File: src/rtl/sprite_pkg.sv
// sprite_pkg: shared types and constants for the character sprite fetch path.
// Contents: transparent palette key, screen geometry, coordinate width,
// palette-index and 12-bit RGB types.
package sprite_pkg;

    typedef logic [3:0] pal_idx_t;

    typedef struct packed {
        logic [3:0] r;
        logic [3:0] g;
        logic [3:0] b;
    } rgb12_t;

    // Magenta colour key: pixels with this index are never drawn.
    localparam pal_idx_t TRANSP_IDX = 4'h1;

    localparam int SCREEN_W = 640;
    localparam int SCREEN_H = 480;
    localparam int COORD_W  = 10;

endpackage

File: src/rtl/ryu_crouch_fetch_if.sv
// ryu_crouch_fetch_if: bundle between the VGA timing/ROM side and the fetch stage.
// slave  : the fetch stage (consumes position/draw/ROM data, drives ROM address and pixel out)
// master : the surrounding video logic
// Signals: frame_start, sprite_x, sprite_y, facing_left, anim_restart,
//          draw_x, draw_y, pix_en, rom_addr, rom_data, pal_index, pix_valid
interface ryu_crouch_fetch_if
    import sprite_pkg::*;
#(
    parameter int ADDR_W = 14
);
    logic               frame_start;
    logic [COORD_W-1:0] sprite_x;
    logic [COORD_W-1:0] sprite_y;
    logic               facing_left;
    logic               anim_restart;
    logic [COORD_W-1:0] draw_x;
    logic [COORD_W-1:0] draw_y;
    logic               pix_en;
    logic [ADDR_W-1:0]  rom_addr;
    pal_idx_t           rom_data;
    pal_idx_t           pal_index;
    logic               pix_valid;

    modport slave (
        input  frame_start, sprite_x, sprite_y, facing_left, anim_restart,
               draw_x, draw_y, pix_en, rom_data,
        output rom_addr, pal_index, pix_valid
    );

    modport master (
        output frame_start, sprite_x, sprite_y, facing_left, anim_restart,
               draw_x, draw_y, pix_en, rom_data,
        input  rom_addr, pal_index, pix_valid
    );
endinterface

File: src/rtl/anim_frame_counter.sv
// anim_frame_counter: animation frame sequencer shared by the character sprites.
// Ports: Clk, Reset_n (async, active low), frame_start (vblank pulse),
//        anim_restart (sticky request to restart at frame 0), frame (current frame).
// The frame advances once every FRAME_DIV frame_start pulses, modulo N_FRAMES.
module anim_frame_counter #(
    parameter int FRAME_DIV = 8,
    parameter int N_FRAMES  = 4,
    parameter int FRM_W     = (N_FRAMES > 1) ? $clog2(N_FRAMES) : 1
) (
    input  logic             Clk,
    input  logic             Reset_n,
    input  logic             frame_start,
    input  logic             anim_restart,
    output logic [FRM_W-1:0] frame
);
    localparam int DIV_W = (FRAME_DIV > 1) ? $clog2(FRAME_DIV) : 1;

    logic [DIV_W-1:0] div;
    logic             restart_seen;

    always_ff @(posedge Clk or negedge Reset_n) begin
        if (!Reset_n) begin
            frame        <= '0;
            div          <= '0;
            restart_seen <= 1'b0;
        end else if (frame_start) begin
            restart_seen <= 1'b0;
            // A restart request arriving together with frame_start still counts.
            if (restart_seen || anim_restart) begin
                frame <= '0;
                div   <= '0;
            end else if (div == DIV_W'(FRAME_DIV - 1)) begin
                div   <= '0;
                frame <= (frame == FRM_W'(N_FRAMES - 1)) ? '0 : frame + FRM_W'(1);
            end else begin
                div <= div + DIV_W'(1);
            end
        end else if (anim_restart) begin
            restart_seen <= 1'b1;
        end
    end
endmodule

File: src/rtl/ryu_crouch_fetch.sv
// ryu_crouch_fetch: crouch sprite ROM address generation and pixel qualification.
// Ports: Clk, Reset_n (async, active low), bus (ryu_crouch_fetch_if.slave):
//   in : frame_start, sprite_x/y, facing_left, anim_restart, draw_x/y, pix_en, rom_data
//   out: rom_addr (registered), pal_index, pix_valid
// Latency draw_x/draw_y -> pal_index/pix_valid is ROM_LAT+2 cycles, no backpressure.
// Build option: define SPRITE_FLIP_EN to enable horizontal mirroring via facing_left;
// without it facing_left is ignored.
module ryu_crouch_fetch
    import sprite_pkg::*;
#(
    parameter int SPR_W     = 64,
    parameter int SPR_H     = 64,
    parameter int N_FRAMES  = 4,
    parameter int FRAME_DIV = 8,
    parameter int ROM_LAT   = 1,
    parameter int ADDR_W    = 14
) (
    input  logic                Clk,
    input  logic                Reset_n,
    ryu_crouch_fetch_if.slave   bus
);
    localparam int XW    = $clog2(SPR_W);
    localparam int YW    = (SPR_H > 1) ? $clog2(SPR_H) : 1;
    localparam int FRM_W = (N_FRAMES > 1) ? $clog2(N_FRAMES) : 1;
    localparam int CW1   = COORD_W + 1;

    logic [COORD_W-1:0] sx, sy;
    logic               armed;
    logic [FRM_W-1:0]   frame;

    logic               hit;
    logic [CW1-1:0]     x_ext, y_ext, sx_ext, sy_ext, sx_end, sy_end;
    logic [XW-1:0]      dx, col;
    logic [YW-1:0]      dy;
    logic [ADDR_W-1:0]  addr_next;

    logic [ADDR_W-1:0]  rom_addr_q;
    logic [ROM_LAT:0]   hit_sr;
    logic               hit_d;
    pal_idx_t           pal_q;
    logic               valid_q;

    anim_frame_counter #(
        .FRAME_DIV (FRAME_DIV),
        .N_FRAMES  (N_FRAMES),
        .FRM_W     (FRM_W)
    ) u_anim (
        .Clk          (Clk),
        .Reset_n      (Reset_n),
        .frame_start  (bus.frame_start),
        .anim_restart (bus.anim_restart),
        .frame        (frame)
    );

    // Position is sampled only at vblank so a sprite never tears mid-frame.
    always_ff @(posedge Clk or negedge Reset_n) begin
        if (!Reset_n) begin
            sx    <= '0;
            sy    <= '0;
            armed <= 1'b0;
        end else if (bus.frame_start) begin
            sx    <= bus.sprite_x;
            sy    <= bus.sprite_y;
            armed <= 1'b1;
        end
    end

`ifdef SPRITE_FLIP_EN
    logic face;

    always_ff @(posedge Clk or negedge Reset_n) begin
        if (!Reset_n)
            face <= 1'b0;
        else if (bus.frame_start)
            face <= bus.facing_left;
    end

    // SPR_W is a power of two, so SPR_W-1-dx is the bitwise inverse of dx.
    assign col = face ? ~dx : dx;
`else
    assign col = dx;
`endif

    // One extra bit on the compares so a box crossing 1023 clips instead of wrapping.
    assign x_ext  = {1'b0, bus.draw_x};
    assign y_ext  = {1'b0, bus.draw_y};
    assign sx_ext = {1'b0, sx};
    assign sy_ext = {1'b0, sy};
    assign sx_end = sx_ext + CW1'(SPR_W);
    assign sy_end = sy_ext + CW1'(SPR_H);

    assign hit = bus.pix_en & armed &
                 (x_ext >= sx_ext) & (x_ext < sx_end) &
                 (y_ext >= sy_ext) & (y_ext < sy_end);

    // Only offsets inside the box matter, so the low bits of the difference suffice.
    assign dx = bus.draw_x[XW-1:0] - sx[XW-1:0];
    assign dy = bus.draw_y[YW-1:0] - sy[YW-1:0];

    assign addr_next = ADDR_W'(frame) * ADDR_W'(SPR_W * SPR_H) +
                       ADDR_W'(dy) * ADDR_W'(SPR_W) + ADDR_W'(col);

    assign hit_d = hit_sr[ROM_LAT];

    always_ff @(posedge Clk or negedge Reset_n) begin
        if (!Reset_n) begin
            rom_addr_q <= '0;
            hit_sr     <= '0;
            pal_q      <= '0;
            valid_q    <= 1'b0;
        end else begin
            if (hit)
                rom_addr_q <= addr_next;
            hit_sr  <= {hit_sr[ROM_LAT-1:0], hit};
            pal_q   <= hit_d ? bus.rom_data : '0;
            valid_q <= hit_d && (bus.rom_data != TRANSP_IDX);
        end
    end

    assign bus.rom_addr  = rom_addr_q;
    assign bus.pal_index = pal_q;
    assign bus.pix_valid = valid_q;
endmodule

File: src/flat_wrapper.sv
// flat-port wrapper written by rule: the top's interface ports become plain ports
module ryu_crouch_fetch_flat import sprite_pkg::*;
#(
    parameter int SPR_W     = 64,
    parameter int SPR_H     = 64,
    parameter int N_FRAMES  = 4,
    parameter int FRAME_DIV = 8,
    parameter int ROM_LAT   = 1,
    parameter int ADDR_W    = 14
)
  (Clk, Reset_n, bus_frame_start, bus_sprite_x, bus_sprite_y, bus_facing_left, bus_anim_restart, bus_draw_x, bus_draw_y, bus_pix_en, bus_rom_data, bus_rom_addr, bus_pal_index, bus_pix_valid);
  ryu_crouch_fetch_if #(.ADDR_W(ADDR_W)) bus_i ();
  input  logic Clk;
  input  logic Reset_n;
  input wire logic [$bits(bus_i.frame_start)-1:0] bus_frame_start;
  input wire logic [$bits(bus_i.sprite_x)-1:0] bus_sprite_x;
  input wire logic [$bits(bus_i.sprite_y)-1:0] bus_sprite_y;
  input wire logic [$bits(bus_i.facing_left)-1:0] bus_facing_left;
  input wire logic [$bits(bus_i.anim_restart)-1:0] bus_anim_restart;
  input wire logic [$bits(bus_i.draw_x)-1:0] bus_draw_x;
  input wire logic [$bits(bus_i.draw_y)-1:0] bus_draw_y;
  input wire logic [$bits(bus_i.pix_en)-1:0] bus_pix_en;
  input wire logic [$bits(bus_i.rom_data)-1:0] bus_rom_data;
  output wire logic [$bits(bus_i.rom_addr)-1:0] bus_rom_addr;
  output wire logic [$bits(bus_i.pal_index)-1:0] bus_pal_index;
  output wire logic [$bits(bus_i.pix_valid)-1:0] bus_pix_valid;
  assign bus_i.frame_start = bus_frame_start;
  assign bus_i.sprite_x = bus_sprite_x;
  assign bus_i.sprite_y = bus_sprite_y;
  assign bus_i.facing_left = bus_facing_left;
  assign bus_i.anim_restart = bus_anim_restart;
  assign bus_i.draw_x = bus_draw_x;
  assign bus_i.draw_y = bus_draw_y;
  assign bus_i.pix_en = bus_pix_en;
  assign bus_i.rom_data = bus_rom_data;
  assign bus_rom_addr = bus_i.rom_addr;
  assign bus_pal_index = bus_i.pal_index;
  assign bus_pix_valid = bus_i.pix_valid;
  ryu_crouch_fetch #(.SPR_W(SPR_W), .SPR_H(SPR_H), .N_FRAMES(N_FRAMES), .FRAME_DIV(FRAME_DIV), .ROM_LAT(ROM_LAT), .ADDR_W(ADDR_W)) u_core (.Clk(Clk), .Reset_n(Reset_n), .bus(bus_i));
endmodule
File: config.mk
export PLATFORM = sky130hd
export DESIGN_NAME = ryu_crouch_fetch_flat
export DESIGN_NICKNAME = d
export VERILOG_FILES = /design/src/rtl/sprite_pkg.sv /design/src/rtl/ryu_crouch_fetch_if.sv /design/src/rtl/anim_frame_counter.sv /design/src/rtl/ryu_crouch_fetch.sv /design/src/flat_wrapper.sv
export SDC_FILE = /design/constraint.sdc
export NUM_CORES = 1
export LEC_CHECK = 0
export CORE_MARGIN = 4
export CORE_UTILIZATION = 55
export CTS_BUF_LIST = sky130_fd_sc_hd__clkbuf_8
export DETAILED_ROUTE_END_ITERATION = 7
export PLACE_DENSITY = 0.95
export SETUP_SLACK_MARGIN = 0.02
export SLEW_MARGIN = 20
export SYNTH_ARGS = -nofsm -noshare
export SYNTH_HDL_FRONTEND = slang
export SYNTH_HIERARCHICAL = 1
export SYNTH_SLANG_ARGS = --single-unit
export TNS_END_PERCENT = 10
File: constraint.sdc
create_clock -name Clk -period 3.6 [get_ports Clk]
set_input_delay 0.54 -clock Clk [delete_from_list [all_inputs] [get_ports Clk]]
set_output_delay 0.54 -clock Clk [all_outputs]
set_load 0.02 [all_outputs]
==> results.sh, run 1 <==
export IMPL_outcome="complete, no violations"
export IMPL_cts_setup_buffers=0
export IMPL_port_buffers=67
export IMPL_fmax_mhz=325
export IMPL_period_minus_slack_ns=3.08
export IMPL_antenna_found_initial=0
export IMPL_antenna_cells=0
export IMPL_hold_viol=0
export IMPL_holdBufCountCts=0
export IMPL_switching_share_pct=31.6
export IMPL_rr_startpoint="u_core/sy[0]$_DFFE_PN0P_"
export IMPL_ant_nets=0
export IMPL_vdd_ir_drop_max_v=0.000290
export IMPL_p_sw_mw=0.548
export IMPL_power_frac_comb_pct=36.3
export IMPL_finalSetupTns_ns=0
export IMPL_p_leak_nw=1.75
export IMPL_synth_edf_count=0
export IMPL_rows=25
export IMPL_synth_top_area_share_pct=42.4
export IMPL_die_h_um=79.8
export IMPL_synth_warnings=6
export IMPL_cts_made_buffers=5
export IMPL_synth_area_mm2=0.00283
export IMPL_wl_per_cell_um=15.3
export IMPL_grt_max_degree=51
export IMPL_syn_area_per_cell_um2=10.3
export IMPL_grt_setup_unrepaired="no"
export IMPL_die_x_um=79.8
export IMPL_rrSetupSlack_ns=0.86
export IMPL_die_area_mm2=0.00636
export IMPL_pin_count=69
export IMPL_syn2layout_area_growth_pct=29.8
export IMPL_finalCritPeriodShare_pct=85.5
export IMPL_power_density_mw_per_mm2=472
export IMPL_finClkSkew_ns=0.00668
export IMPL_synth_cell_type_count=44
export IMPL_core_mm2=0.00485
export IMPL_overflow=0
export IMPL_final_nets=429
export IMPL_yosysTopAreaCell="dfrtp_1"
export IMPL_p_int_mw=1.19
export IMPL_start_kind="input pin"
export IMPL_synthFlopType="dfrtp_1"
export IMPL_crit_type="input pin to flop"
export IMPL_first_pass_iters=4
export IMPL_vias_per_cell=5.26
export IMPL_drcViolationCount=0
export IMPL_hold_worst_slack_ns=0.236
export IMPL_gp_congestion=0.808
export IMPL_layout_cells_non_filler=412
export IMPL_end_kind="flop"
export IMPL_clkTransAtPathRegs_ns=0.08
export IMPL_crit_arrival_ns=3.27
export IMPL_final_fill_count=338
export IMPL_critPathMaxFanout=15
export IMPL_utilization_pct=75.8
export IMPL_clock_power_share_pct=23.8
export IMPL_ys_ff_latch=48
export IMPL_finalWirelength_um=6280
export IMPL_cts_tree="built"
export IMPL_clock_latency_ns=0.31
export IMPL_synth_area_leaders="dfrtp_1 (42%), ha_1 (15%), inv_1 (4.8%)"
export IMPL_cts_resized=0
export IMPL_synth_cells=275
export IMPL_track_usage_pct=21.1
export IMPL_clock_sinks=48
export IMPL_grt_first_pass_wirelength_um=10200
export IMPL_drive_gt1_share_pct=8.70
export IMPL_synthArstFlopShare_pct=100
export IMPL_syn_nets=360
export IMPL_required_ns=3.79
export IMPL_initial_core_util_pct=58.4
export IMPL_worst_pin_slew_ns=0.584
export IMPL_grt_pass1_vias=2276
export IMPL_slew_headroom_pct=61.1
export IMPL_clockRootBuffer="clkbuf_8"
export IMPL_worst_r2r_endpoint="u_core/bus.rom_addr[8]$_DFFE_PN0P_"
export IMPL_finalSetupViolCount=0
export IMPL_vias=2169
export IMPL_h_tree_depth=2
export IMPL_r2r_cells=8
export IMPL_ys_seq_area_share_pct=42.4
export IMPL_seqPwrFrac_pct=39.9
export IMPL_hp_class="input pin to async pin"
export IMPL_cap_viol_max_count=0
export IMPL_cts_path_max_buffers=2
export IMPL_drtIter0Drc=82
export IMPL_post_dp_hpwl_um=4690
export IMPL_slew_viol_final=0
export IMPL_place_inst=404
-- cell families after synthesis --
kind of cell               synth area share, %
DFF                                       42.4
muxes                                     7.02
and+or+nand+nor                           11.7
AOI/OAI and AO/OA                         13.7
xor gates and xnor gates                  3.09
buffers and inverters                     6.10
adders and majority gates                 16.0
-- synth_stat cells (all sizes together) (2+ instances only) --
master   number
dfrtp        48
inv          36
ha           33
o21ai        28
nand2        22
mux2         13
a21oi        12
nand3        11
nor2         10
xnor2         7
nor2b         5
a21o          4
and2          4
clkbuf        4
mux2i         3
o211ai        3
xor2          3
a2111oi       2
a21boi        2
and3          2
and4          2
buf           2
fa            2
nand4         2
or2           2
-- worst max-delay path: stages --
cell and delay [ns]:
clkdlybuf4s50_1 0.45, inv_1 0.04, ha_1 0.22, fa_1 0.41, nand2b_1 0.17, a21oi_2 0.15
o211ai_1 0.15, a2111oi_4 0.36, nand4_4 0.36, mux2_4 0.41
-- layout make-up --
class | instances | area, um2 | area share, %
sequential | 48 | 1200 | 32.7
tap | 67 | 83.8 | 2.28
inverter | 36 | 135 | 3.68
clock buffer | 6 | 82.6 | 2.25
clock inverter | 2 | 38.8 | 1.06
multi-input combinational | 185 | 1460 | 39.7
timing repair buffer | 68 | 676 | 18.4
-- cell usage in the layout, fill, tap and decap left out, types with 5 or more instances in the layout --
cell,count
nor2b_1,5
clkdlybuf4s50_1,66
inv_1,36
o21ai_0,27
mux2_4,6
a21oi_1,11
nand2_1,22
nand3_1,11
mux2_2,7
xnor2_1,7
dfrtp_1,48
ha_1,33
clkbuf_8,6
nor2_1,10
-- power groups by stage --
stage	clock, mW	combinational [mW]	sequential [mW]
global route	0.445	0.685	0.710
global placement	0	0.601	0.699
floorplan	0	0.271	0.775
detailed placement	0	0.627	0.702
finish	0.413	0.631	0.693
CTS	0.422	0.634	0.694
-- per-layer routing --
metal | up-vias | share of wire (%) | track usage (%)
li1 | 1083 | - | -
met1 | 1013 | 42 | 25.0
met2 | 59 | 50 | 37.2
met3 | 14 | 4.9 | 4.63
met4 | 0 | 2.8 | 7.77
met5 | - | 0 | 0
-- flip-flops by register name, indices dropped and copies added (netlist names) --
register                    flops
u_core/bus.rom_addr            14
u_core/hit_sr                   2
u_core/u_anim/restart_seen      1
u_core/armed                    1
u_core/bus.pal_index            4
u_core/sy                      10
u_core/bus.pix_valid            1
u_core/u_anim/div               3
u_core/u_anim/frame             2
u_core/sx                      10
-- worst max-delay path by stage --
stage	from	slack [ns]	to	cells after the start
floorplan	bus_draw_y[0]	0.88	u_core/bus.rom_addr[10]$_DFFE_PN0P_	10
global placement	bus_draw_y[0]	0.24	u_core/bus.rom_addr[12]$_DFFE_PN0P_	10
detailed placement	bus_draw_y[0]	0.19	u_core/bus.rom_addr[8]$_DFFE_PN0P_	10
CTS	bus_draw_y[0]	0.52	u_core/bus.rom_addr[8]$_DFFE_PN0P_	10
global route	bus_draw_y[0]	0.36	u_core/bus.rom_addr[8]$_DFFE_PN0P_	10
finish	bus_draw_y[0]	0.52	u_core/bus.rom_addr[8]$_DFFE_PN0P_	10
-- per-stage QoR --
| step | total power [mW] | worst slack, ns | instance area [um2] |
|---|---|---|---|
| floorplan | 1.05 | 0.876 | 2830 |
| global placement | 1.30 | 0.240 | 3550 |
| detailed placement | 1.33 | 0.188 | 3550 |
| CTS | 1.75 | 0.522 | 3670 |
| global route | 1.84 | 0.364 | 3680 |
| finish | 1.74 | 0.522 | 3680 |
Note: power is estimated with default switching activity, not from simulation.
==> run 2: changes to the inputs <==
CAP_MARGIN = 30   (was not set)
MAX_ROUTING_LAYER = met4   (was not set)
==> results.sh, run 2 (synthesis results as in run 1) <==
export IMPL_place_inst=405
export IMPL_crit_type="input pin to flop"
export IMPL_finalSetupTns_ns=0
export IMPL_clock_sinks=48
export IMPL_ant_nets=0
export IMPL_layout_cells_non_filler=413
export IMPL_finalWirelength_um=6020
export IMPL_layout_common_cells="clkdlybuf4s50_1 (66), dfrtp_1 (48), inv_1 (36), ha_1 (33), o21ai_0 (27)"
export IMPL_slew_viol_final=0
export IMPL_track_usage_pct=21.4
export IMPL_die_area_mm2=0.00636
export IMPL_critical_path_top_delay_family="compound AO/OA/AOI/OAI gates"
export IMPL_vias=2154
export IMPL_cts_path_max_buffers=2
export IMPL_multiInputGateArea_mm2=0.00146
export IMPL_drive_gt1_share_pct=8.96
export IMPL_final_nets=430
export IMPL_final_fill_count=331
export IMPL_antenna_found_initial=0
export IMPL_syn2layout_area_growth_pct=29.5
export IMPL_gp_congestion=0.820
export IMPL_power_density_mw_per_mm2=452
export IMPL_slew_headroom_pct=71.0
export IMPL_clkTransAtPathRegs_ns=0.09
export IMPL_finalSetupViolCount=0
export IMPL_crit_arrival_ns=3.27
export IMPL_grt_max_degree=51
export IMPL_pin_count=69
export IMPL_first_pass_iters=5
export IMPL_core_mm2=0.00485
export IMPL_port_buffers=67
export IMPL_cts_made_buffers=5
export IMPL_hp_class="input pin to async pin"
export IMPL_post_dp_hpwl_um=4730
export IMPL_initial_core_util_pct=58.4
export IMPL_finalCritPeriodShare_pct=85.6
export IMPL_wl_per_cell_um=14.6
export IMPL_cap_viol_max_count=0
export IMPL_p_leak_nw=1.74
export IMPL_rows=25
export IMPL_grt_setup_unrepaired="no"
export IMPL_worst_path_buf_inv=2
export IMPL_grt_first_pass_wirelength_um=10300
export IMPL_hold_viol=0
export IMPL_clock_latency_ns=0.30
export IMPL_end_kind="flop"
export IMPL_fmax_mhz=325
export IMPL_start_kind="input pin"
export IMPL_critPathMaxFanout=15
export IMPL_period_minus_slack_ns=3.08
export IMPL_antenna_cells=0
export IMPL_clockRootBuffer="clkbuf_8"
export IMPL_drtIter0Drc=47
export IMPL_cts_setup_buffers=0
export IMPL_holdBufCountCts=0
export IMPL_grt_pass1_vias=2291
export IMPL_vdd_ir_drop_max_v=0.000323
export IMPL_worst_pin_slew_ns=0.424
export IMPL_final_common_cell="clkdlybuf4s50_1"
export IMPL_largest_reg_flops=14
export IMPL_h_tree_depth=2
export IMPL_vias_per_cell=5.22
export IMPL_cts_resized=0
export IMPL_ff_latch_area_mm2=0.00120
export IMPL_slowest_stage="clkdlybuf4s50_1"
export IMPL_outcome="complete, no violations"
export IMPL_cts_tree="built"
export IMPL_path_cells="clkdlybuf4s50_1 > inv_1 > ha_1 > fa_1 > nand2b_1 > a21oi_2 > o211ai_1 > a2111oi_4 > nand4_4 > mux2_4"
export IMPL_die_x_um=79.8
export IMPL_overflow=0
export IMPL_required_ns=3.79
export IMPL_critPathMaxStageDelay_ns=0.45
export IMPL_die_h_um=79.8
export IMPL_drcViolationCount=0
export IMPL_finClkSkew_ns=0.00681
## run 2: path summary, 6_finish.rpt
check,from,end,slack (ns),cells past startpoint
min in group Clk,u_core/hit_sr[0]$_DFF_PN0_,u_core/hit_sr[1]$_DFF_PN0_,0.36,0
min,Reset_n,u_core/bus.rom_addr[10]$_DFFE_PN0P_,0.14,1
min reg2reg,u_core/hit_sr[0]$_DFF_PN0_,u_core/hit_sr[1]$_DFF_PN0_,0.36,0
max,bus_draw_y[0],u_core/bus.rom_addr[8]$_DFFE_PN0P_,0.52,10
max reg2reg,u_core/sy[0]$_DFFE_PN0P_,u_core/bus.rom_addr[8]$_DFFE_PN0P_,0.87,8
max in group asynchronous,Reset_n,u_core/sx[7]$_DFFE_PN0P_,2.96,2
## run 2: where the power goes
group	internal, mW	switching [mW]
sequential	0.633	0.0600
clock	0.156	0.184
combinational	0.329	0.295
## run 2: per-stage QoR
step / power [mW] / setup WS [ns] / area, um2 / hold WS [ns] / utilization [%]
4_1_cts: 1.67 / 0.517 / 3670 / 0.146 / 75.7
3_5_place_dp: 1.33 / 0.181 / 3570 / 0.336 / 73.7
3_3_place_gp: 1.30 / 0.240 / 3550 / 0.335 / 73.3
2_1_floorplan: 1.05 / 0.876 / 2830 / 0.244 / -
6_report: 1.66 / 0.520 / 3670 / 0.145 / 75.7
5_1_grt: 1.77 / 0.347 / 3670 / 0.146 / 75.7
## run 2: layer usage
layer	part of all wire, %	GRT usage [%]	wire [um]	vias up
li1	-	-	-	1081
met1	43	25.1	2580	1015
met2	52	37.6	3120	52
met3	4.2	4.06	252	6
met4	1.3	6.25	79	0
met5	0	-	0	-
## run 2: layout make-up
type | instances | area share [%]
clock inverters | 2 | 0.409
inverters | 36 | 3.68
well taps | 67 | 2.28
multi-input cells | 185 | 39.8
clock buffers | 6 | 2.25
flip-flops and latches | 48 | 32.7
repair buffers | 69 | 18.9
